File: src/rtl/fetch_unit_pkg.sv
// Shared fetch-path types: instruction/address widths, fetch buffer defaults
// and the FetchEntry record carried from the capture stage to decode.
// No ports; imported by fetch_buffer and fetch_unit.
package fetch_unit_pkg;

  localparam int INSN_WIDTH      = 32;
  localparam int INSN_ADDR_WIDTH = 32;

  typedef logic [INSN_WIDTH-1:0]      InsnPath;
  typedef logic [INSN_ADDR_WIDTH-1:0] InsnAddrPath;

  localparam int          FETCH_BUF_DEPTH = 2;
  localparam InsnAddrPath FETCH_RESET_PC  = '0;

  typedef struct packed {
    InsnPath     insn;
    InsnAddrPath pc;
  } FetchEntry;

  // Sequential fetch step; wraps modulo 2^INSN_ADDR_WIDTH.
  function automatic InsnAddrPath next_word_pc(input InsnAddrPath pc);
    return pc + INSN_ADDR_WIDTH'(4);
  endfunction

endpackage

File: src/rtl/fetch_buffer.sv
// Purpose: small FIFO of FetchEntry records between capture and decode.
// Latency: a push into an empty buffer is visible at the head the next cycle.
// Backpressure: none internally; the caller's credit rule keeps push off a full buffer.
// Ports: clk/rst; i_push + i_push_dat write the tail; i_pop consumes the head;
//        i_flush empties the buffer (wins over push/pop); o_head_vld/o_head_dat
//        expose the head register; o_count is the current occupancy.
module fetch_buffer
  import fetch_unit_pkg::*;
#(
  parameter int DEPTH = FETCH_BUF_DEPTH
) (
  input  logic                       clk,
  input  logic                       rst,
  input  logic                       i_push,
  input  FetchEntry                  i_push_dat,
  input  logic                       i_pop,
  input  logic                       i_flush,
  output logic                       o_head_vld,
  output FetchEntry                  o_head_dat,
  output logic [$clog2(DEPTH+1)-1:0] o_count
);

  localparam int PTR_W = (DEPTH > 1) ? $clog2(DEPTH) : 1;
  localparam int CNT_W = $clog2(DEPTH+1);

  FetchEntry        r_mem [DEPTH];
  logic [PTR_W-1:0] r_rd_ptr;
  logic [PTR_W-1:0] r_wr_ptr;
  logic [CNT_W-1:0] r_count;
  logic             w_pop;

  // Never pop an empty buffer, even if the caller asks.
  assign w_pop = i_pop & (r_count != '0);

  always_ff @(posedge clk or posedge rst) begin
    if (rst) begin
      for (int i = 0; i < DEPTH; i++) begin
        r_mem[i] <= '0;
      end
      r_rd_ptr <= '0;
      r_wr_ptr <= '0;
      r_count  <= '0;
    end else if (i_flush) begin
      r_rd_ptr <= '0;
      r_wr_ptr <= '0;
      r_count  <= '0;
    end else begin
      if (i_push) begin
        r_mem[r_wr_ptr] <= i_push_dat;
        r_wr_ptr        <= r_wr_ptr + PTR_W'(1);
      end
      if (w_pop) begin
        r_rd_ptr <= r_rd_ptr + PTR_W'(1);
      end
      r_count <= r_count + CNT_W'(i_push) - CNT_W'(w_pop);
    end
  end

  assign o_head_vld = (r_count != '0);
  assign o_head_dat = r_mem[r_rd_ptr];
  assign o_count    = r_count;

endmodule

File: src/rtl/fetch_unit.sv
// Purpose: instruction-fetch front end; owns the PC, drives imem, buffers words for decode.
// Latency: 2 cycles reset/redirect to first outValid; 1 insn/cycle sustained.
// Backpressure: outReady=0 stops issue once buffer plus in-flight fill the credits.
// Ports: clk/rst; imemAddr/imemInsn to the registered-address instruction memory;
//        outValid/outReady/outInsn/outPC to decode; redirect/redirectPC from branch resolve.
// Optional: define FETCH_PERF_EN to add perfFetched/perfStall/perfRedirect counters.
module fetch_unit
  import fetch_unit_pkg::*;
#(
  parameter InsnAddrPath RESET_PC  = FETCH_RESET_PC,
  parameter int          BUF_DEPTH = FETCH_BUF_DEPTH
) (
  input  logic                       clk,
  input  logic                       rst,
  output logic [INSN_ADDR_WIDTH-1:0] imemAddr,
  input  logic [INSN_WIDTH-1:0]      imemInsn,
  output logic                       outValid,
  input  logic                       outReady,
  output logic [INSN_WIDTH-1:0]      outInsn,
  output logic [INSN_ADDR_WIDTH-1:0] outPC,
  input  logic                       redirect,
  input  logic [INSN_ADDR_WIDTH-1:0] redirectPC
`ifdef FETCH_PERF_EN
  ,
  output logic [31:0]                perfFetched,
  output logic [31:0]                perfStall,
  output logic [31:0]                perfRedirect
`endif
);

  localparam int CNT_W = $clog2(BUF_DEPTH+1);

  InsnAddrPath      r_pc;
  logic             r_inflight;
  InsnAddrPath      r_inflight_pc;

  logic [CNT_W-1:0] w_count;
  logic [CNT_W:0]   w_credit_used;
  logic             w_pop;
  logic             w_push;
  logic             w_issue;
  InsnAddrPath      w_fetch_pc;
  InsnAddrPath      w_pc_next;
  FetchEntry        w_push_entry;
  FetchEntry        w_head;

  assign w_pop = outValid & outReady;

  // Credits consumed next cycle if nothing new is issued: buffered entries plus
  // the word in flight, minus the head decode takes now. pop implies count>=1.
  assign w_credit_used = {1'b0, w_count} + (CNT_W+1)'(r_inflight) - (CNT_W+1)'(w_pop);

  // A redirect flushes the buffer and drops the in-flight word, so all credits
  // are free and it can always issue in the same cycle.
  assign w_issue = redirect | (w_credit_used < (CNT_W+1)'(BUF_DEPTH));

  // The old in-flight word belongs to the abandoned path when redirecting.
  assign w_push = r_inflight & ~redirect;

  assign w_fetch_pc = redirect ? redirectPC : r_pc;
  assign imemAddr   = w_fetch_pc;

  always_comb begin
    w_pc_next         = r_pc;
    w_push_entry.insn = imemInsn;
    w_push_entry.pc   = r_inflight_pc;
    if (w_issue) begin
      w_pc_next = next_word_pc(w_fetch_pc);
    end
  end

  always_ff @(posedge clk or posedge rst) begin
    if (rst) begin
      r_pc          <= RESET_PC;
      r_inflight    <= 1'b0;
      r_inflight_pc <= '0;
    end else begin
      r_pc       <= w_pc_next;
      r_inflight <= w_issue;
      if (w_issue) begin
        r_inflight_pc <= w_fetch_pc;
      end
    end
  end

  fetch_buffer #(
    .DEPTH (BUF_DEPTH)
  ) u_buf (
    .clk        (clk),
    .rst        (rst),
    .i_push     (w_push),
    .i_push_dat (w_push_entry),
    .i_pop      (w_pop),
    .i_flush    (redirect),
    .o_head_vld (outValid),
    .o_head_dat (w_head),
    .o_count    (w_count)
  );

  assign outInsn = w_head.insn;
  assign outPC   = w_head.pc;

`ifdef FETCH_PERF_EN
  logic [31:0] r_perf_fetched;
  logic [31:0] r_perf_stall;
  logic [31:0] r_perf_redirect;

  always_ff @(posedge clk or posedge rst) begin
    if (rst) begin
      r_perf_fetched  <= '0;
      r_perf_stall    <= '0;
      r_perf_redirect <= '0;
    end else begin
      if (w_push) begin
        r_perf_fetched <= r_perf_fetched + 32'd1;
      end
      if (outValid & ~outReady) begin
        r_perf_stall <= r_perf_stall + 32'd1;
      end
      if (redirect) begin
        r_perf_redirect <= r_perf_redirect + 32'd1;
      end
    end
  end

  assign perfFetched  = r_perf_fetched;
  assign perfStall    = r_perf_stall;
  assign perfRedirect = r_perf_redirect;
`endif

endmodule

File: config.mk
export PLATFORM = sky130hd
export DESIGN_NAME = fetch_unit
export DESIGN_NICKNAME = d
export VERILOG_FILES = /design/src/rtl/fetch_unit_pkg.sv /design/src/rtl/fetch_buffer.sv /design/src/rtl/fetch_unit.sv
export SDC_FILE = /design/constraint.sdc
export NUM_CORES = 1
export LEC_CHECK = 0
export CAP_MARGIN = 20
export CORE_ASPECT_RATIO = 0.8
export CORE_MARGIN = 1.5
export CORE_UTILIZATION = 53
export DETAILED_ROUTE_END_ITERATION = 12
export PLACE_DENSITY = 0.83
export SYNTH_ARGS = -nofsm -noshare
export SYNTH_HDL_FRONTEND = slang
export SYNTH_SLANG_ARGS = --single-unit
File: constraint.sdc
create_clock -name clk -period 8.5 [get_ports clk]
set_clock_uncertainty 0.15 [all_clocks]
set_input_delay 2.55 -clock clk [delete_from_list [all_inputs] [get_ports clk]]
set_output_delay 2.55 -clock clk [all_outputs]
set_load 0.02 [all_outputs]
==> results of run 1 <==
-- state kept, by name (all words and copies together), names as in the netlist --
name and count:
u_buf.r_rd_ptr 1, r_pc 32, r_inflight 1, u_buf.r_wr_ptr 1
r_inflight_pc 30, u_buf.o_count 2, u_buf.r_mem 128
-- cells by family after synthesis --
kind of cell	count (synthesis)	share of synthesized area, %
xor gates and xnor gates	35	3.29
AOI/OAI and AO/OA	73	5.00
adders and majority gates	5	0.751
and+or+nand+nor	142	8.01
buffers and inverters	64	3.17
muxes	230	27.5
DFF	195	52.3
-- cell usage after synthesis, drive strengths merged (2+ instances only) --
cell type | instances | area (um2)
nor4 | 5 | 52.6
a21oi | 41 | 213
a32o | 3 | 30.0
nand2b | 5 | 31.3
mux2 | 207 | 2330
nand4b | 2 | 32.5
xnor2 | 32 | 280
a21o | 2 | 16.3
nand3b | 8 | 60.1
buf | 21 | 134
o31ai | 2 | 15.0
mux2i | 23 | 230
ha | 4 | 50.1
o21ai | 8 | 40.0
nand4 | 8 | 80.1
a22oi | 4 | 50.1
nand3 | 10 | 55.1
nor3 | 6 | 40.0
dfrtp | 195 | 4880
nor2 | 60 | 228
a31oi | 6 | 37.5
xor2 | 3 | 26.3
a211oi | 3 | 27.5
inv | 26 | 97.6
clkbuf | 17 | 63.8
and2b | 2 | 17.5
nand2 | 31 | 116
-- power breakdown --
part	switching, W	internal, W
logic	0.00115	0.00119
clock network	0.000375	0.000419
registers	0.000314	0.00140
total	0.00184	0.00301
-- routing by layer --
layer,track usage (%),up-vias
met5,0,-
met4,5.52,0
met3,6.07,13
met2,35.7,165
met1,32.9,3106
li1,-,2939
-- per-stage QoR --
step	area (um2)	util (%)	instances	total power, W
6_report	11700	68.0	1138	0.00485
3_5_place_dp	11200	64.6	1106	0.00407
4_1_cts	11700	68.0	1138	0.00488
5_1_grt	11700	68.0	1138	0.00514
2_1_floorplan	9330	-	744	0.00318
3_3_place_gp	11200	64.6	1106	0.00401
-- worst max-delay path by stage --
stage	start	to	depth (start not counted)	slack [ns]
finish	redirect	imemAddr[10]	5	1.17
global route	redirect	imemAddr[9]	5	1.05
CTS	redirect	imemAddr[10]	5	1.20
detailed placement	redirect	imemAddr[10]	5	1.19
global placement	redirect	imemAddr[11]	5	1.25
floorplan	rst	r_inflight	1	0.49
-- critical path, delay by kind of cell --
kind / cells / cell delay (ns)
buffers and inverters: 4 / 1.71
muxes: 1 / 0.36
-- cell type report --
cell class / instances / area [um2]
Tap cell: 225 / 282
Inverter: 26 / 105
Fill cell: 1309 / 5530
Timing Repair Buffer: 175 / 1730
Sequential cell: 195 / 4880
Multi-Input combinational cell: 485 / 4160
Clock inverter: 15 / 161
Clock buffer: 17 / 425
==> run summary, run 1 <==
The critical path capture point type is an output port. The global-route wire length before repair came out at 32700 um. In this run the top signal layer used is met4. Setup total negative slack on the finished layout was measured at 0 ns.

The total count of max-transition violations in the final report came out at 0. The boundary pin count is approximately 170. The worst setup path is launched from an input pin. The worst hold slack is 0.335 ns. The cell sitting at the root of the clock tree is a sky130_fd_sc_hd__clkbuf_16. The final setup violation count came out at 0. The number of buffers created by CTS is 17. In this run the post-CTS setup repair buffer count came out at 0.

The floorplan has between 40 and 50 rows. After detailed routing, the number of remaining DRC violations is 0. Counting instances, the worst hold path has a depth of 2. The global-route congestion overflow total came out at 0. Summed over all cells, the static leakage comes to about 4.8 nW. The die extent in x is 151 um. The number of gates resized after cts came out at 0. The worst setup path is of the input pin to output port kind.

After the first detailed-routing iteration, the DRC count stood at 322. The initial antenna violation count came out at 0. The worst pin sits at a relative slew slack of 34.1%. Counting flops with a built-in enable in the synthesized netlist gives 0. The required time of the worst setup path is between 5 and 6 ns. The worst flop-to-flop path startpoint is u_buf.o_count[1]. The count of maximum capacitance violations came out at 0. The clock latency of the later-clocked register in the worst-skew pair is 0.43 ns. The critical path goes through buf_2, buf_12, mux2i_1, inv_1, clkdlybuf4s50_1. The routed wire length per instance is roughly 18 um.

The power density over cell area is 413 mW/mm2. The worst-case register-to-register setup slack came out at 4.87 ns. The portion of the clock cycle consumed by the worst path in the final layout came out at 86.3%.

Summing the sequential cell areas from Yosys gives 52.3% of the chip area. The distinct cell type count of the synthesized netlist came out at 52. The fraction of final layout cells with drive strength greater than 1 is between 30% and 40%.

The hold-fix buffer count after cts came out at 0. The worst hold path terminates at r_pc[30]. The warning count from the yosys run came out at 0.

The number of cells produced by synthesis is 744. The total nets after synthesis came out at roughly 820. For the worst setup path, the data arrival time is 4.63 ns. Entering global routing, the biggest net connects approximately 140 pins. The area added between synthesis and finish came out at 25.9%. The worst setup slack after placement is 1.19 ns.

The library cell used most frequently in the layout, excluding fill and tap cells, is sky130_fd_sc_hd__mux2_2. The core outline area came out at 0.0173 mm2. Summing every instance area after synthesis gives between 0.009 and 0.01 mm2. Among all stages on the critical path, the largest delay is contributed by sky130_fd_sc_hd__buf_2.

The via count of the first global-routing pass is just over 6000. The top cell types in the final layout, fill and taps aside, are 207 x sky130_fd_sc_hd__mux2_2, 194 x sky130_fd_sc_hd__dfrtp_1, 163 x sky130_fd_sc_hd__clkdlybuf4s50_1. The deepest level of the CTS H-tree came out at 4. For this run, the top clock speed supported by timing is between 100 and 150 MHz. Setup repair after global routing left no endpoint under its margin. The share of synthesized flip-flops with an asynchronous set or reset is 100%. Clock-pin slew was measured on the worst setup and hold paths at 0.07 ns.

Clock tree synthesis found a total of 195 sinks. The maximum fanout count along the critical path is around 40. The die covers 0.0184 mm2. The total length of routed wires is 20700 um. The post-detailed-route count of antenna-violating nets is 0. The total count of hold-check failures in the final report is 0. The total number of nets in the final design is 973. The HPWL reported at the end of detailed placement is 14200 um.

Summed over all nets, wire length on met2 after detailed routing comes to 9490 um. The maximum buffer depth of the clock tree is 2. In the final routing, the length of wire on met1 measures ~9700 um. The first-pass iteration count of the detailed router came out at 5. The number of I/O port buffers is 164. The y dimension of the die came out at around 120 um. The initial core utilization came out at 54.0%. After synthesis the netlist holds a flip-flop and latch count of 195. The actual transition at the worst max-transition pin came out at 0.986 ns.

The routed layout has 6223 vias. After detailed routing, the number of vias per cell comes to 5.47. The number of cells on the worst reg-to-reg path is 11. The classification of the worst-slack hold path is flop to flop. Wire segments on met3 add up to 1370 um in the final route. The flow ran to the end, and the final reports show no timing, DRC or antenna violations. Each instance of the synthesized netlist takes up on average about 13 um2.

In this design, the stage delay of the slowest critical-path cell is 0.72 ns. The placer congestion estimate came out at 0.856. The total inserted antenna cells came out at 0. The time the worst path needs with I/O delays and setup is 7.33 ns.

The least setup slack across all paths after layout came out at 1.17 ns. The aggregate global-route resource usage came out at 23.2%. In this run the critical register-to-register path is captured at r_pc[18].

The worst hold path begins at r_pc[30]. The CTS tree is yes. VDD sags by at most 0.243 mV. The most used flip-flop cell after synthesis is sky130_fd_sc_hd__dfrtp_1.
(Power assumes the default switching activity.)
==> inputs of run 2 (changes only) <==
--- a/config.mk
+++ b/config.mk
@@ -8,9 +8,11 @@
 export CAP_MARGIN = 20
 export CORE_ASPECT_RATIO = 0.8
 export CORE_MARGIN = 1.5
-export CORE_UTILIZATION = 53
+export CORE_UTILIZATION = 60
 export DETAILED_ROUTE_END_ITERATION = 12
-export PLACE_DENSITY = 0.83
+export DONT_BUFFER_PORTS = 1
+export PLACE_DENSITY = 0.79
+export SETUP_SLACK_MARGIN = 0.15
 export SYNTH_ARGS = -nofsm -noshare
 export SYNTH_HDL_FRONTEND = slang
 export SYNTH_SLANG_ARGS = --single-unit
==> run 2 against run 1 <==
Compared with the run above: sequential power barely moved; clock power fell by 2%; worst hold slack improved by 0.016 ns; combinational power fell by 22%.
==> run summary, run 2 (synthesis gave the netlist of run 1 again) <==
The required time of the worst setup path was 5.80 ns (about the same). The startpoint type of the worst setup path is an input pin. The proportion of power drawn by combinational gates is 42.2% (-6.0 points). The top cell types in the final layout, fill and taps aside, are 207 x sky130_fd_sc_hd__mux2_2, 194 x sky130_fd_sc_hd__dfrtp_1, 59 x sky130_fd_sc_hd__nor2_1.

Counting flops per register, the top entry is u_buf.r_mem. The deepest level of the CTS H-tree came out at 4 (unchanged). The highest metal layer with signal wires is met5. The hold-fix buffer count after cts came out at 0 (unchanged). The clock slew at the register clock pins of the worst setup and hold paths came out at 0.07 ns (about the same). The floorplan die area came out at 0.0163 mm2 (-11%). The tightest min-delay check is of the flop to flop type. The DRC violation count after routing came out at 0 (unchanged). The boundary pin count came out at 165 (unchanged). The total inserted antenna cells came to 0 (unchanged). The net switching power is 0.00176 W (-4.2%).

The number of flip-flops in the largest register was 128 (unchanged). The largest voltage drop on the vdd net is 0.190 mV (-22%). The via count of the first global-routing pass came to 5812 (-6.2%). The maximum buffer depth of the clock tree is 2 (unchanged). The worst relative slew slack came to 39.5% (+5.4 points). The clock latency of the later-clocked register in the worst-skew pair came out at 0.44 ns (about the same).

The fraction of final layout cells with drive strength greater than 1 came to 36.1% (+6.0 points). The count of maximum capacitance violations is 0 (unchanged). The post-detailed-route count of antenna-violating nets is 0 (unchanged).

The y dimension of the die is 115 um (-5.9%). The total count of hold-check failures in the final report came out at 0 (unchanged). The total of fill cells in the finished design was 1136 (-13%).

The HPWL reported at the end of detailed placement is 13900 um (-2.5%). The total power came to 0.00434 W (-11%). The portion of the clock cycle consumed by the worst path in the final layout is 71.9% (-14 points). The number of buffers created by CTS came out at 17 (unchanged).

TritonCTS built the clock tree. The total met2 wirelength after detailed routing is 9360 um (-1.3%). The initial antenna violation count came out at 1 (+1). In this run the worst setup path begins at redirect.

The delay contributed by the slowest stage of the critical path came out at 0.58 ns (-0.14 ns). Setup repair after global routing left no endpoint under its margin. The static leakage is 4.16 nW (-14%). The detailed-route vias per instance came out at 6.01 (+9.9%).

The number of sinks driven by the clock tree is 195 (unchanged). The actual transition at the worst max-transition pin is 0.908 ns (-0.0779 ns). The clock share of power came out at 17.9% (+1.5 points). STA classifies the critical path endpoint as an output port. The combined buffer and inverter count along the critical path was 1 (-3). The maximum fanout count along the critical path is 77 (+88%). The total number of nets in the final design is 805 (-17%). The routed length on met1 is 9170 um (-5.0%).

The maximum number of pins on one net before global-route repair came out at 135 (-1.5%). The critical path is of the input pin to output port type. The global-route wire length before repair is 31900 um (-2.7%). The core outline area is 0.0151 mm2 (-12%). The first-pass iteration count of the detailed router came to 5 (unchanged). The time the worst path needs with I/O delays and setup came out at 6.11 ns (-1.22 ns). The power density over cell area is 433 mW/mm2 (+4.8%).

The number of buffers added for setup after CTS came out at 0 (unchanged). The switching share of power is 40.6% (+2.7 points). The area added between synthesis and finish is 7.50%. The flow ran to the end, and the final reports show no timing, DRC or antenna violations. The total area of multi-input combinational cells is 0.00416 mm2 (unchanged). The number of gates resized after cts came out at 0 (unchanged). In this design, the largest share of critical-path delay is due to multiplexers.

The detailed router's first-iteration violation count is 346 (+7.5%). The critical path data arrival time came out at 3.41 ns (-1.22 ns). The number of core rows came out at 40 (-7.0%). The length of routed met3 wiring came to 1420 um (+3.1%). The global-route congestion overflow total is 0 (unchanged). The total count of max-transition violations in the final report came out at 0 (unchanged).

In this run the most critical hold path is launched from u_buf.r_mem[13]. The part of the total power dissipated in sequential elements was 39.8% (+4.4 points). Walking the worst path, the cells encountered are mux2i_1, inv_1. The total length of routed wires came out at 20200 um (-2.4%). The total number of vias came out at 5737 (-7.8%). The startpoint identified for the worst register-to-register timing path is u_buf.o_count[1]. The internal power contribution came out at 0.00258 W (-14%).

CTS placed an instance of sky130_fd_sc_hd__clkbuf_16 at the clock tree root. The aggregate global-route resource usage is 26.0% (+2.8 points). The initial core utilization came out at 61.7% (+7.7 points). For this design, the slowest cell found on the critical path is sky130_fd_sc_hd__mux2i_1. The routed wire length per instance was 21.1 um (+16%). Leaving out fill and tap cells, the most frequent cell in the layout is sky130_fd_sc_hd__mux2_2.

The die extent in x is 142 um (-5.9%). The sequential cell area is 0.00488 mm2 (unchanged). In the final layout, the registers with the most flip-flops are u_buf.r_mem x128, r_pc x32, r_inflight_pc x30. The sum of negative setup slack came out at 0 ns (unchanged). The number of I/O port buffers came to 0 (-100%). The placer congestion estimate was 0.930 (+8.7%). The final setup violation count came out at 0 (unchanged).

The achievable frequency came out at 164 MHz (+20%).
==> run 2: power by group through the flow <==
stage	logic [W]	clock network [W]	registers, W
after floorplan	0.00158	0	0.00160
after global placement	0.00178	0	0.00169
after detailed placement	0.00184	0	0.00174
after CTS	0.00185	0.000794	0.00172
after global routing	0.00199	0.000827	0.00179
final	0.00183	0.000779	0.00173
==> run 2: worst paths after layout <==
kind | to | slack [ns] | cells past startpoint
worst max-delay path | imemAddr[18] | 2.39 | 2
worst min-delay path | u_buf.r_mem[13] | 0.35 | 1
worst max register to register | r_inflight_pc[31] | 4.91 | 11
worst min register to register | u_buf.r_mem[13] | 0.35 | 1
max in group asynchronous | u_buf.r_mem[41] | 4.85 | 2
min in group asynchronous | u_buf.r_mem[63] | 1.97 | 1
==> run 2: area by class of cell <==
cell class / count / share of cell area [%]
clock buffers: 19 / 4.42
clock inverters: 13 / 1.25
inverters: 26 / 1.05
multi-input cells: 485 / 41.5
flip-flops and latches: 195 / 48.7
well taps: 210 / 2.62
repair buffers: 7 / 0.524
==> run 2: routing by layer <==
metal  vias up  track usage [%]
li1       2599                -
met1      2940             36.4
met2       173             39.7
met3        23             6.94
met4         2             8.45
met5         -                0
==> run 2: metrics by stage <==
stage / util [%] / area [um2] / cells / hold WS (ns) / setup slack (ns)
after CTS: 66.3 / 10000 / 955 / 0.350 / 2.47
after floorplan: - / 9330 / 744 / 0.295 / 0.488
after global placement: 62.6 / 9460 / 923 / 0.313 / 2.53
after global routing: 66.3 / 10000 / 955 / 0.366 / 2.40
final: 66.3 / 10000 / 955 / 0.351 / 2.39
after detailed placement: 62.6 / 9460 / 923 / 0.334 / 2.47
==> inputs of run 3 (changes only) <==
==> constraint.sdc (replaced) <==
create_clock -name clk -period 6.3 [get_ports clk]
set_clock_uncertainty 0.15 [all_clocks]
set_input_delay 1.89 -clock clk [delete_from_list [all_inputs] [get_ports clk]]
set_output_delay 1.89 -clock clk [all_outputs]
set_load 0.02 [all_outputs]
==> run 3 against run 2 <==
Compared with the run above: non-clock buffer count increased by 2; worst hold slack got worse by 0.00053 ns; core utilization increased by 0.55 points; routed wire length increased by 2.7%; via count about the same; register-to-register slack got worse by 2.3 ns; sequential cell count unchanged; total power increased by 38%; clock-buffer cell count increased by 1; largest cell class unchanged.
==> run summary, run 3 (synthesis gave the netlist of run 1 again) <==
The top cell types in the final layout, fill and taps aside, are 207 x sky130_fd_sc_hd__mux2_2, 194 x sky130_fd_sc_hd__dfrtp_1, 59 x sky130_fd_sc_hd__nor2_1. The area added between synthesis and finish is 8.40%. The power density over cell area came out at 591 mW/mm2 (+37%). The number of cells on the worst reg-to-reg path came to 11 (unchanged).

The fraction of final layout cells with drive strength greater than 1 is 36.3% (+0.17 points). The internal power contribution is 0.00358 W (+39%). The y dimension of the die is 115 um (unchanged). The initial antenna violation count is 1 (unchanged). The path with the worst hold slack has its endpoint at r_pc[30].

The total number of vias is 5733 (-0.070%). The count of maximum capacitance violations came out at 0 (unchanged). The via count of the first global-routing pass came out at 5960 (+2.5%). The worst setup slack after placement is 1.58 ns (-0.891 ns). The flow ran to the end, and the final reports show no timing, DRC or antenna violations. The sum of negative setup slack was 0 ns (unchanged).

The detailed router's first-iteration violation count was 308 (-11%). The net switching power is 0.00239 W (+36%). The die extent in x is 142 um (unchanged). The placer congestion estimate came to 0.920 (-1.1%). The least setup slack across all paths after layout is 1.52 ns (-0.864 ns). The startpoint identified for the worst hold timing path is r_pc[30]. The worst setup path is captured at an output port. The clock share of power is 19.2% (+1.3 points). The maximum number of pins on one net before global-route repair is 196 (+45%).

The largest registers in the layout are u_buf.r_mem x128, r_pc x32, r_inflight_pc x30. TritonCTS built the clock tree. Grouping stages by cell kind, the critical path spends the most delay in multiplexers.

The required time of the worst setup path is 4.26 ns (-1.54 ns). The post-detailed-route count of antenna-violating nets is 0 (unchanged). The hold-fix buffer count after cts is 0 (unchanged). The count of cells along the worst hold path is 2 (+1). The global-route congestion overflow total came out at 0 (unchanged).

The total power came out at 0.00597 W (+38%). The root buffer cell is sky130_fd_sc_hd__clkbuf_16. Counting I/O delays and the setup requirement, the final critical path takes 4.78 ns. For this run, the top clock speed supported by timing is ~210 MHz. Leaving out fill and tap cells, the most frequent cell in the layout is sky130_fd_sc_hd__mux2_2. The final non-filler cell area came out at 0.0101 mm2 (+0.84%). The deepest level of the CTS H-tree came out at 4 (unchanged). The floorplan die area is 0.0163 mm2 (unchanged). The static leakage is 4.18 nW (+0.51%). The worst-case register-to-register setup slack came to 2.61 ns (-2.30 ns). The register with the most flip-flops in the final layout is u_buf.r_mem. The slowest cell on the critical path is sky130_fd_sc_hd__mux2i_1. The initial core utilization is 61.7% (unchanged). The detailed-route vias per instance came out at 5.98 (-0.38%). The maximum fanout count along the critical path is 77 (unchanged). The largest voltage drop on the vdd net is 0.292 mV (+54%). The post-place instance area is 0.00948 mm2 (+0.25%).

In this run the worst hold path is classified as flop to flop. Traced cell by cell, the critical path runs through mux2i_1, inv_1. The met1 track demand over resource is 35.8% (-0.62 points). The number of buffers added for setup after CTS was 0 (unchanged). The core outline area is 0.0151 mm2 (unchanged). Setup repair after global routing left no endpoint under its margin. The number of sinks driven by the clock tree came to 195 (unchanged). The number of gates resized after cts is 0 (unchanged). The combined buffer and inverter count along the critical path is 1 (unchanged).

The total length of routed wires was 20700 um (+2.7%). The delay contributed by the slowest stage of the critical path came to 0.55 ns (-0.03 ns). The number of core rows came out at 40 (unchanged). The global-route met3 utilization came out at 6.90% (-0.042 points). The switching share of power was 40.0% (-0.54 points). The routed wire length per instance came out at 21.6 um (+2.4%). The aggregate global-route resource usage came out at 26.4% (+0.39 points).

STA classifies the critical path startpoint as an input pin. The clock slew at the register clock pins of the worst setup and hold paths came out at 0.07 ns (about the same). The number of I/O port buffers is 0 (unchanged). The proportion of power drawn by combinational gates came to 41.3% (-0.9 points). The boundary pin count came to 165 (unchanged). The DRC violation count after routing is 0 (unchanged). The most used routing layer in global routing is met2. The HPWL reported at the end of detailed placement is 14200 um (+2.5%).

The number of flip-flops in the largest register came out at 128 (unchanged). The portion of the clock cycle consumed by the worst path in the final layout came out at 75.8%. The total number of nets in the final design is 807 (+0.25%).

The part of the total power dissipated in sequential elements was 39.4% (-0.4 points). The met2 routing resource usage after global routing is 41.4% (+1.7 points). The total count of hold-check failures in the final report came to 0 (unchanged). The worst setup path is of the input pin to output port kind. The number of buffers created by CTS is 17 (unchanged). The clock latency of the later-clocked register in the worst-skew pair is 0.43 ns (about the same). The final setup violation count is 0 (unchanged). The critical path data arrival time came out at 2.74 ns (-0.67 ns). The maximum buffer depth of the clock tree is 2 (unchanged). The total count of max-transition violations in the final report came to 0 (unchanged). The destination of the worst register-to-register timing path is r_pc[15]. The startpoint identified for the worst register-to-register timing path is u_buf.o_count[1].

The global-route wire length before repair is 32500 um (+2.0%). The first-pass iteration count of the detailed router came out at 5 (unchanged). The worst relative slew slack is 30.5% (-9.0 points). The actual transition at the worst max-transition pin came out at 1.04 ns (+0.134 ns).
-- run 3: cell types whose count changed in the layout (fill, tap and decap cells not counted), sizes merged, moves of 2 or more --
cell	change
bufinv	+2
clkinv	-6
clkinvlp	+4
buf	+2
-- run 3: how the worst max path moves through the flow --
stage | start | to | slack [ns] | cells after the start
floorplan | redirect | imemAddr[1] | 1.14 | 6
global placement | redirect | imemAddr[18] | 1.67 | 2
detailed placement | redirect | imemAddr[18] | 1.58 | 2
CTS | redirect | imemAddr[18] | 1.61 | 2
global route | redirect | imemAddr[18] | 1.53 | 2
finish | redirect | imemAddr[18] | 1.52 | 2
-- run 3: stage by stage --
stage | util, % | hold slack (ns) | std cells
CTS | 66.9 | 0.353 | 957
floorplan | - | 0.295 | 744
finish | 66.9 | 0.351 | 958
detailed placement | 62.7 | 0.325 | 925
global route | 66.9 | 0.364 | 957
global placement | 62.7 | 0.312 | 925
-- run 3: power groups by stage --
stage | clock, W | combinational (W) | sequential [W]
4_1_cts | 0.00116 | 0.00248 | 0.00235
2_1_floorplan | 0 | 0.00214 | 0.00216
6_report | 0.00115 | 0.00247 | 0.00236
3_5_place_dp | 0 | 0.00247 | 0.00237
5_1_grt | 0.00122 | 0.00265 | 0.00243
3_3_place_gp | 0 | 0.00238 | 0.00230
-- run 3: layer usage --
| metal | vias to the layer above | share of wire, % | wire length (um) |
|---|---|---|---|
| li1 | 2583 | - | - |
| met1 | 2941 | 45 | 9220 |
| met2 | 179 | 47 | 9770 |
| met3 | 28 | 6.7 | 1390 |
| met4 | 2 | 1.6 | 337 |
| met5 | - | 0.048 | 10 |
-- run 3: area by class of cell --
class,count,area [um2]
Fill cell,1134,5000
Sequential cell,195,4880
Multi-Input combinational cell,485,4160
Clock buffer,20,457
Tap cell,210,263
Clock inverter,12,169
Inverter,26,101
Timing Repair Buffer,9,80.1
Antenna cell,1,2.50
